--- src/rtl/excp_commit.sv ---
// Exception / interrupt / ERET commit arbiter for a dual-issue pipeline.
// Picks at most one event per commit, reports it to CP0 with a one-cycle pulse,
// flushes the pipeline and redirects fetch, then locks out new events briefly.
module excp_commit (
    input  logic        clk,
    input  logic        reset,
    input  logic        stall,
    input  logic        l0_valid,
    input  logic        l1_valid,
    input  logic [31:0] l0_pc,
    input  logic [31:0] l1_pc,
    input  logic        l0_slot,
    input  logic        l1_slot,
    input  logic        l0_br,
    input  logic [6:0]  l0_exc,
    input  logic [6:0]  l1_exc,
    input  logic [31:0] l0_vaddr,
    input  logic [31:0] l1_vaddr,
    input  logic        l0_eret,
    input  logic        l1_eret,
    input  logic        int_pending,
    input  logic [31:0] cp0_epc,
    output logic        exc_valid,
    output logic [6:0]  exc_type,
    output logic [31:0] exc_pc,
    output logic [31:0] exc_vaddr,
    output logic        exc_slot,
    output logic        int_valid,
    output logic        eret_out,
    output logic        flush,
    output logic        redirect_valid,
    output logic [31:0] redirect_pc
);

    localparam logic [31:0] ExcVector = 32'hBFC0_0380;

    typedef enum logic [1:0] {StIdle, StFlush, StLock} state_t;

    state_t      state_q, state_d;
    logic [1:0]  lock_cnt_q, lock_cnt_d;
    logic        int_saved_q, int_saved_d;

    logic        exc_valid_q, exc_valid_d;
    logic [6:0]  exc_type_q, exc_type_d;
    logic [31:0] exc_pc_q, exc_pc_d;
    logic [31:0] exc_vaddr_q, exc_vaddr_d;
    logic        exc_slot_q, exc_slot_d;
    logic        int_valid_q, int_valid_d;
    logic        eret_q, eret_d;
    logic        flush_q, flush_d;
    logic        redirect_valid_q, redirect_valid_d;
    logic [31:0] redirect_pc_q, redirect_pc_d;

    logic int_req;
    logic int_att0, int_att1;
    logic l0_exc_hit, l0_eret_hit, l1_exc_hit, l1_eret_hit;

    // Event qualification; lane events only count for valid instructions.
    always_comb begin
        int_req     = int_pending | int_saved_q;
        int_att0    = l0_valid;
        // A delay slot cannot take an interrupt on its own: the branch would be lost.
        int_att1    = ~l0_valid & l1_valid & ~l1_slot;
        l0_exc_hit  = l0_valid & (|l0_exc);
        l0_eret_hit = l0_valid & l0_eret;
        l1_exc_hit  = l1_valid & (|l1_exc);
        l1_eret_hit = l1_valid & l1_eret;
    end

    // Next-state logic: event selection in idle, fixed flush/lock sequence otherwise.
    always_comb begin
        state_d          = state_q;
        lock_cnt_d       = lock_cnt_q;
        int_saved_d      = int_saved_q;
        exc_valid_d      = 1'b0;
        int_valid_d      = 1'b0;
        eret_d           = 1'b0;
        flush_d          = 1'b0;
        redirect_valid_d = 1'b0;
        exc_type_d       = exc_type_q;
        exc_pc_d         = exc_pc_q;
        exc_vaddr_d      = exc_vaddr_q;
        exc_slot_d       = exc_slot_q;
        redirect_pc_d    = redirect_pc_q;

        unique case (state_q)
            StIdle: begin
                if (!stall) begin
                    if (int_req && (int_att0 || int_att1)) begin
                        exc_valid_d   = 1'b1;
                        int_valid_d   = 1'b1;
                        exc_type_d    = 7'd0;
                        exc_vaddr_d   = 32'd0;
                        redirect_pc_d = ExcVector;
                        int_saved_d   = 1'b0;
                        if (int_att0) begin
                            // On a branch, let it commit and restart at its delay slot.
                            exc_pc_d   = l0_br ? (l0_pc + 32'd4) : l0_pc;
                            exc_slot_d = l0_br ? 1'b0 : l0_slot;
                        end else begin
                            exc_pc_d   = l1_pc;
                            exc_slot_d = l1_slot;
                        end
                    end else begin
                        if (int_req) begin
                            int_saved_d = 1'b1;
                        end
                        if (l0_exc_hit) begin
                            exc_valid_d   = 1'b1;
                            exc_type_d    = l0_exc;
                            exc_pc_d      = l0_pc;
                            exc_vaddr_d   = l0_vaddr;
                            exc_slot_d    = l0_slot;
                            redirect_pc_d = ExcVector;
                        end else if (l0_eret_hit) begin
                            eret_d        = 1'b1;
                            redirect_pc_d = cp0_epc;
                        end else if (l1_exc_hit) begin
                            exc_valid_d   = 1'b1;
                            exc_type_d    = l1_exc;
                            exc_pc_d      = l1_pc;
                            exc_vaddr_d   = l1_vaddr;
                            exc_slot_d    = l1_slot;
                            redirect_pc_d = ExcVector;
                        end else if (l1_eret_hit) begin
                            eret_d        = 1'b1;
                            redirect_pc_d = cp0_epc;
                        end
                    end
                    if (exc_valid_d || eret_d) begin
                        flush_d          = 1'b1;
                        redirect_valid_d = 1'b1;
                        state_d          = StFlush;
                    end
                end
            end
            StFlush: begin
                if (int_pending) begin
                    int_saved_d = 1'b1;
                end
                state_d    = StLock;
                lock_cnt_d = 2'd2;
            end
            StLock: begin
                if (int_pending) begin
                    int_saved_d = 1'b1;
                end
                if (lock_cnt_q <= 2'd1) begin
                    state_d    = StIdle;
                    lock_cnt_d = 2'd0;
                end else begin
                    lock_cnt_d = lock_cnt_q - 2'd1;
                end
            end
            default: begin
                state_d    = StIdle;
                lock_cnt_d = 2'd0;
            end
        endcase
    end

    // State and registered outputs with synchronous active-high reset.
    always_ff @(posedge clk) begin
        if (reset) begin
            state_q          <= StIdle;
            lock_cnt_q       <= 2'd0;
            int_saved_q      <= 1'b0;
            exc_valid_q      <= 1'b0;
            exc_type_q       <= 7'd0;
            exc_pc_q         <= 32'd0;
            exc_vaddr_q      <= 32'd0;
            exc_slot_q       <= 1'b0;
            int_valid_q      <= 1'b0;
            eret_q           <= 1'b0;
            flush_q          <= 1'b0;
            redirect_valid_q <= 1'b0;
            redirect_pc_q    <= 32'd0;
        end else begin
            state_q          <= state_d;
            lock_cnt_q       <= lock_cnt_d;
            int_saved_q      <= int_saved_d;
            exc_valid_q      <= exc_valid_d;
            exc_type_q       <= exc_type_d;
            exc_pc_q         <= exc_pc_d;
            exc_vaddr_q      <= exc_vaddr_d;
            exc_slot_q       <= exc_slot_d;
            int_valid_q      <= int_valid_d;
            eret_q           <= eret_d;
            flush_q          <= flush_d;
            redirect_valid_q <= redirect_valid_d;
            redirect_pc_q    <= redirect_pc_d;
        end
    end

    assign exc_valid      = exc_valid_q;
    assign exc_type       = exc_type_q;
    assign exc_pc         = exc_pc_q;
    assign exc_vaddr      = exc_vaddr_q;
    assign exc_slot       = exc_slot_q;
    assign int_valid      = int_valid_q;
    assign eret_out       = eret_q;
    assign flush          = flush_q;
    assign redirect_valid = redirect_valid_q;
    assign redirect_pc    = redirect_pc_q;

endmodule
--- config.mk ---
export PLATFORM = sky130hd
export DESIGN_NAME = excp_commit
export DESIGN_NICKNAME = d
export VERILOG_FILES = /design/src/rtl/excp_commit.sv
export SDC_FILE = /design/constraint.sdc
export NUM_CORES = 1
export LEC_CHECK = 0
export BUFFER_PORTS_ARGS = -buffer_cell sky130_fd_sc_hd__buf_4
export CORE_UTILIZATION = 48
export CTS_BUF_LIST = sky130_fd_sc_hd__clkbuf_4
export DETAILED_ROUTE_END_ITERATION = 7
export GPL_ROUTABILITY_DRIVEN = 0
export PLACE_DENSITY = 0.94
export SYNTH_ARGS = -nofsm -noshare
export SYNTH_HDL_FRONTEND = slang
export SYNTH_SLANG_ARGS = --single-unit
export TNS_END_PERCENT = 20
--- constraint.sdc ---
create_clock -name clk -period 2.9 [get_ports clk]
set_input_delay 0.58 -clock clk [delete_from_list [all_inputs] [get_ports clk]]
set_output_delay 0.58 -clock clk [all_outputs]
set_load 0.01 [all_outputs]
-- Word-level counts from Yosys, hierarchy flattened
Cells that the tools add are included.
- add/subtract/negate cells: 2
- equal/unequal tests: 8
- magnitude comparators: 1
- bitwise operators: 11
- muxes and demuxes: 51
- reductions and logical operators: 15
- operators by type and width (cell ; count):
    $mux 32 ; 15
    $add 32x3->32 const B ; 1
    $mux 7 ; 4
    $mux 1 ; 25
    $reduce_or 7->1 ; 2
    $pmux 2 s3 ; 2
    $mux 2 ; 4
    $reduce_and 4->1 ; 2
    $and 1x1->1 ; 6
    $ne 2x2->1 const B ; 3
    $reduce_and 3->1 ; 2
    $reduce_bool 5->1 ; 1
    $not 1->1 ; 4
    $ne 3x2->1 const B ; 1
    $ne 3x3->1 const B ; 1
    $reduce_bool 3->1 ; 1
    $reduce_or 3->1 ; 1
    $eq 2x1->1 const B ; 1
    $eq 2x2->1 const B ; 1
    $le 2x1->1 const B ; 1
    $logic_not 2->1 ; 1
    $logic_or 1x1->1 ; 2
    $ne 2x1->1 const B ; 1
    $pmux 1 s2 ; 1
    other kinds (5) ; 5
- register bits after elaboration: 113
- output and inout port bits: 109

-- Depth between registers and ports, before layout
- word-level depth: 12
- mapped depth: 10

-- Worst setup path before layout
OpenSTA, ideal clock, no wires.
- path type: in2reg
- from: input l1_exc[2]
- to: register exc_pc_q[3] (netlist: exc_pc[3])
- setup time: 0.132 ns
- path slack: 0.558 ns
- data required time: 2.768 ns
- data arrival time: 2.210 ns
- cell stages on the path: 7
- cell sequence: or4_4 -> o41a_1 -> o31a_1 -> buf_6 -> buf_2 -> o2111ai_1 -> a21oi_1
- word-level cells in the longest chain between the ends: 4
- ends and longest elaborated chain (item ; RTL line ; text):
    start: declaration ; 16 ; input logic [6:0] l1_exc,
    $reduce_or 7->1 ; 66 ; l1_exc_hit = l1_valid & (|l1_exc);
    $and 1x1->1 ; 66 ;
    $reduce_bool 3->1 (no line) ; n/a ;
    $reduce_and 4->1 (no line) ; n/a ;
    end signal: assignment ; 184 ; exc_pc_q <= exc_pc_d;
    end: declaration ; 45 ; logic [31:0] exc_pc_q, exc_pc_d;
No other way between the ends.
A chain may end at the register's enable or synchronous reset.

-- Final worst setup path
- from: register state_q[1]
- to: register exc_vaddr_q[29] (netlist: exc_vaddr[29])
- word-level cells in the longest chain between the ends: 2
- ends and longest elaborated chain (item ; RTL line ; text):
    start: declaration ; 39 ; state_t state_q, state_d;
    start signal: assignment ; 165 ; state_q <= StIdle;
    start signal: assignment ; 179 ; state_q <= state_d;
    $logic_not 2->1 ; 86 ; unique case (state_q)
    $reduce_and 4->1 (no line) ; n/a ;
    end signal: assignment ; 185 ; exc_vaddr_q <= exc_vaddr_d;
    end: declaration ; 46 ; logic [31:0] exc_vaddr_q, exc_vaddr_d;
No other way between the ends.

==> run metrics <==
outcome finished, final reports clean; average cell area after synthesis between 8 and 9 um^2; gr usage total about a third; Power Density between 400 and 500 mW/mm^2; Synth Register Bits about 110; register area share after synthesis a little under two fifths; CTS Root Buffer Type clkbuf_4; CTS sink count approximately 110; post-synth design cell area 0.00606 mm^2; final setup vio count 0; first-pass GRT wire length between 30000 and 40000 um; RSZ-0062 raised after global routing no; final net count around 1200; worst slew pin tran around 1.0 ns; routed wire length 21400 um; CP startpoint kind flop; # rows 40; Post-synth EDFFs 0; Leak 3.74 nW; crit path max fanout 31; layout overhead on the synthesized area 43.6%; grt ovf 0; Critical-path top delay cell a31oi_1; Residual DRC 0; Skew-Pair Late Insertion Delay ~0.54 ns; YS warnings 0; Sw Pwr ~1.2 mW; initial antenna violation count 0; crit-path cells inv_1 > ha_1 > nand2b_1 > a31oi_1 > o31a_2 > buf_4 > nand3_1 > a21oi_1; Die ar. approximately 0.013 mm^2; Fmax achieved just over 400 MHz; largest net degree at the start of global routing slightly above 60; Netlist cell types between 60 and 70; first-pass detailed-route iteration total 5; setup bufs post-CTS 0; CTS max path bufs 2; max-cap violation count 0; arrival time worst endpoint between 2 and 3 ns; min Tclk post-route between 2 and 2.5 ns; largest cells by area after synthesis dfxtp_1 37%, mux2_2 7.4%, a21oi_1 5.3%, nand3_1 4.5%, nand2_1 4.3%; ys flop type dfxtp_1; Post-Syn Instances 694; vias per cell just under 6; delay of the slowest critical-path stage between 0.3 and 0.4 ns; drt first-iter violations 561; top-area cell type share of the netlist area between 30% and 40%; routed length per instance between 15 and 20 um; relative slew slack a little under a third; DRT antenna net count 0; cell family contributing the most delay on the critical path compound AO/OA/AOI/OAI gates; critical path class reg2reg; Seq pwr share between 40% and 50%; Layout Utilization 71.6%; fillers between 900 and 1000; Synth area leader dfxtp_1; Gate power share roughly a quarter; initial core utilization between 40% and 50%; DIE WIDTH ~110 um; clock buffer count from CTS 17; Hold WC Path Type in2reg; number of global-route vias before repair approximately 6500; WP data required 3.36 ns; Core ar. 0.0122 mm^2; cell-internal power 2.97 mW; Clock Power Share between 30% and 40%; Crit path buffers/inverters 2; Hold Buf Count CTS 0; clock skew roughly 0.011 ns; Die Y approximately 110 um; Sw Ratio around 30%; # resized after CTS 0; endpoint class of the critical path flop; Detail Placement HPWL 15900 um; peak supply drop 0.290 mV; ANT cells 0; r2r setup slk approximately 0.46 ns; Fin. Hold Viols 0; Via Count a little under 7000; clock slew at reported path FFs 0.10 ns; H-tree levels 4; Port Buffers about 290; fin crit share between 80% and 90%; CTS tree done; Async SR Flop Fraction 0%; share of cells above drive strength 1 45.1%; max-slew violation total from the final report 0; Syn Nets a little under 900; IO Count approximately 290; Sum Neg Setup Slack 0 ns
[stage by stage]
step | hold WS [ns] | setup WS [ns] | power, mW | cells | cell area, um^2
floorplan | 0.451 | 0.558 | 2.33 | 694 | 6060
global placement | 0.438 | 0.315 | 2.84 | 1118 | 8380
detailed placement | 0.446 | 0.221 | 2.86 | 1118 | 8380
CTS | 0.236 | 0.473 | 4.22 | 1150 | 8700
global route | 0.243 | 0.268 | 4.40 | 1150 | 8700
finish | 0.260 | 0.461 | 4.22 | 1150 | 8700
[area by class of cell]
cell class | count | area (um^2) | share of cell area, %
Multi-Input combinational cell | 512 | 3490 | 40.1
Timing Repair Buffer | 317 | 2380 | 27.3
Inverter | 8 | 30.0 | 0.345
Sequential cell | 113 | 2260 | 26.0
Clock inverter | 14 | 194 | 2.23
Tap cell | 168 | 210 | 2.41
Clock buffer | 18 | 135 | 1.55
[metal layers]
metal  global-route usage [%]  vias to the layer above  share of wire (%)  routed length, um
met2                     57.1                      394                 50              10700
met3                     9.69                       59                8.9               1910
met4                     15.4                        0                3.3                712
met5                        0                        -                  0                  0
met1                     35.6                     3205                 38               8050
li1                         -                     3182                  -                  -
[cells in the mapped netlist, types with 6 or more instances]
master / number
a31oi_1: 11
nand3_1: 54
o21ai_0: 32
nor3b_1: 12
clkbuf_1: 34
a211oi_1: 6
o221a_2: 12
nor2_1: 26
nor3b_2: 8
inv_1: 8
a31o_2: 21
nand4_1: 11
a22oi_1: 8
and3_1: 11
nand2_1: 70
buf_6: 8
and4_1: 6
nor3_1: 9
a21oi_1: 64
mux2_2: 40
buf_2: 13
dfxtp_1: 113
nor4_1: 13
[power groups by stage]
stage	clock network (mW)	registers (mW)	logic, mW
after floorplan	0	1.82	0.513
after global placement	0	1.77	1.06
after detailed placement	0	1.78	1.09
after CTS	1.38	1.74	1.09
after global routing	1.45	1.76	1.19
final	1.37	1.74	1.10
[cell families after synthesis]
family	Yosys count	synth area share, %
compound gates	216	25.8
xor+xnor	7	1.01
fa+ha+maj	5	1.03
buf+inv	69	5.59
flops	113	37.3
mux	43	7.93
simple gates	241	21.3
[flip-flops by register name (all words and copies together), names as in the netlist, 2 cells and up]
register and count:
exc_pc 32, exc_vaddr 32, state_q 2, redirect_pc 32, lock_cnt_q 2, exc_type 7
[placed cells by master (no fill, tap or decap), types with 6 or more instances in the layout]
cell type	Yosys	layout
buf_4	1	317
and3_1	11	11
nand2_1	70	70
a211oi_1	6	6
dfxtp_1	113	113
nor2_1	26	26
o221a_2	12	12
a21oi_1	64	64
nand4_1	11	11
o21ai_0	32	32
mux2_2	40	40
a31o_2	21	21
nand3_1	54	54
nor3_1	9	9
inv_1	8	8
nor3b_1	12	12
nor4_1	13	13
nor3b_2	8	8
clkbuf_4	0	18
and4_1	6	6
a31oi_1	11	11
a22oi_1	8	8
[path summary, 6_finish.rpt]
path,from,to,depth (start not counted)
setup / recovery,state_q[1],exc_vaddr[29],8
hold / removal,cp0_epc[13],redirect_pc[13],2
setup reg to reg,state_q[1],exc_vaddr[29],8
hold reg to reg,exc_vaddr[2],exc_vaddr[2],2
No activity file was read; power rests on OpenSTA's default activity.
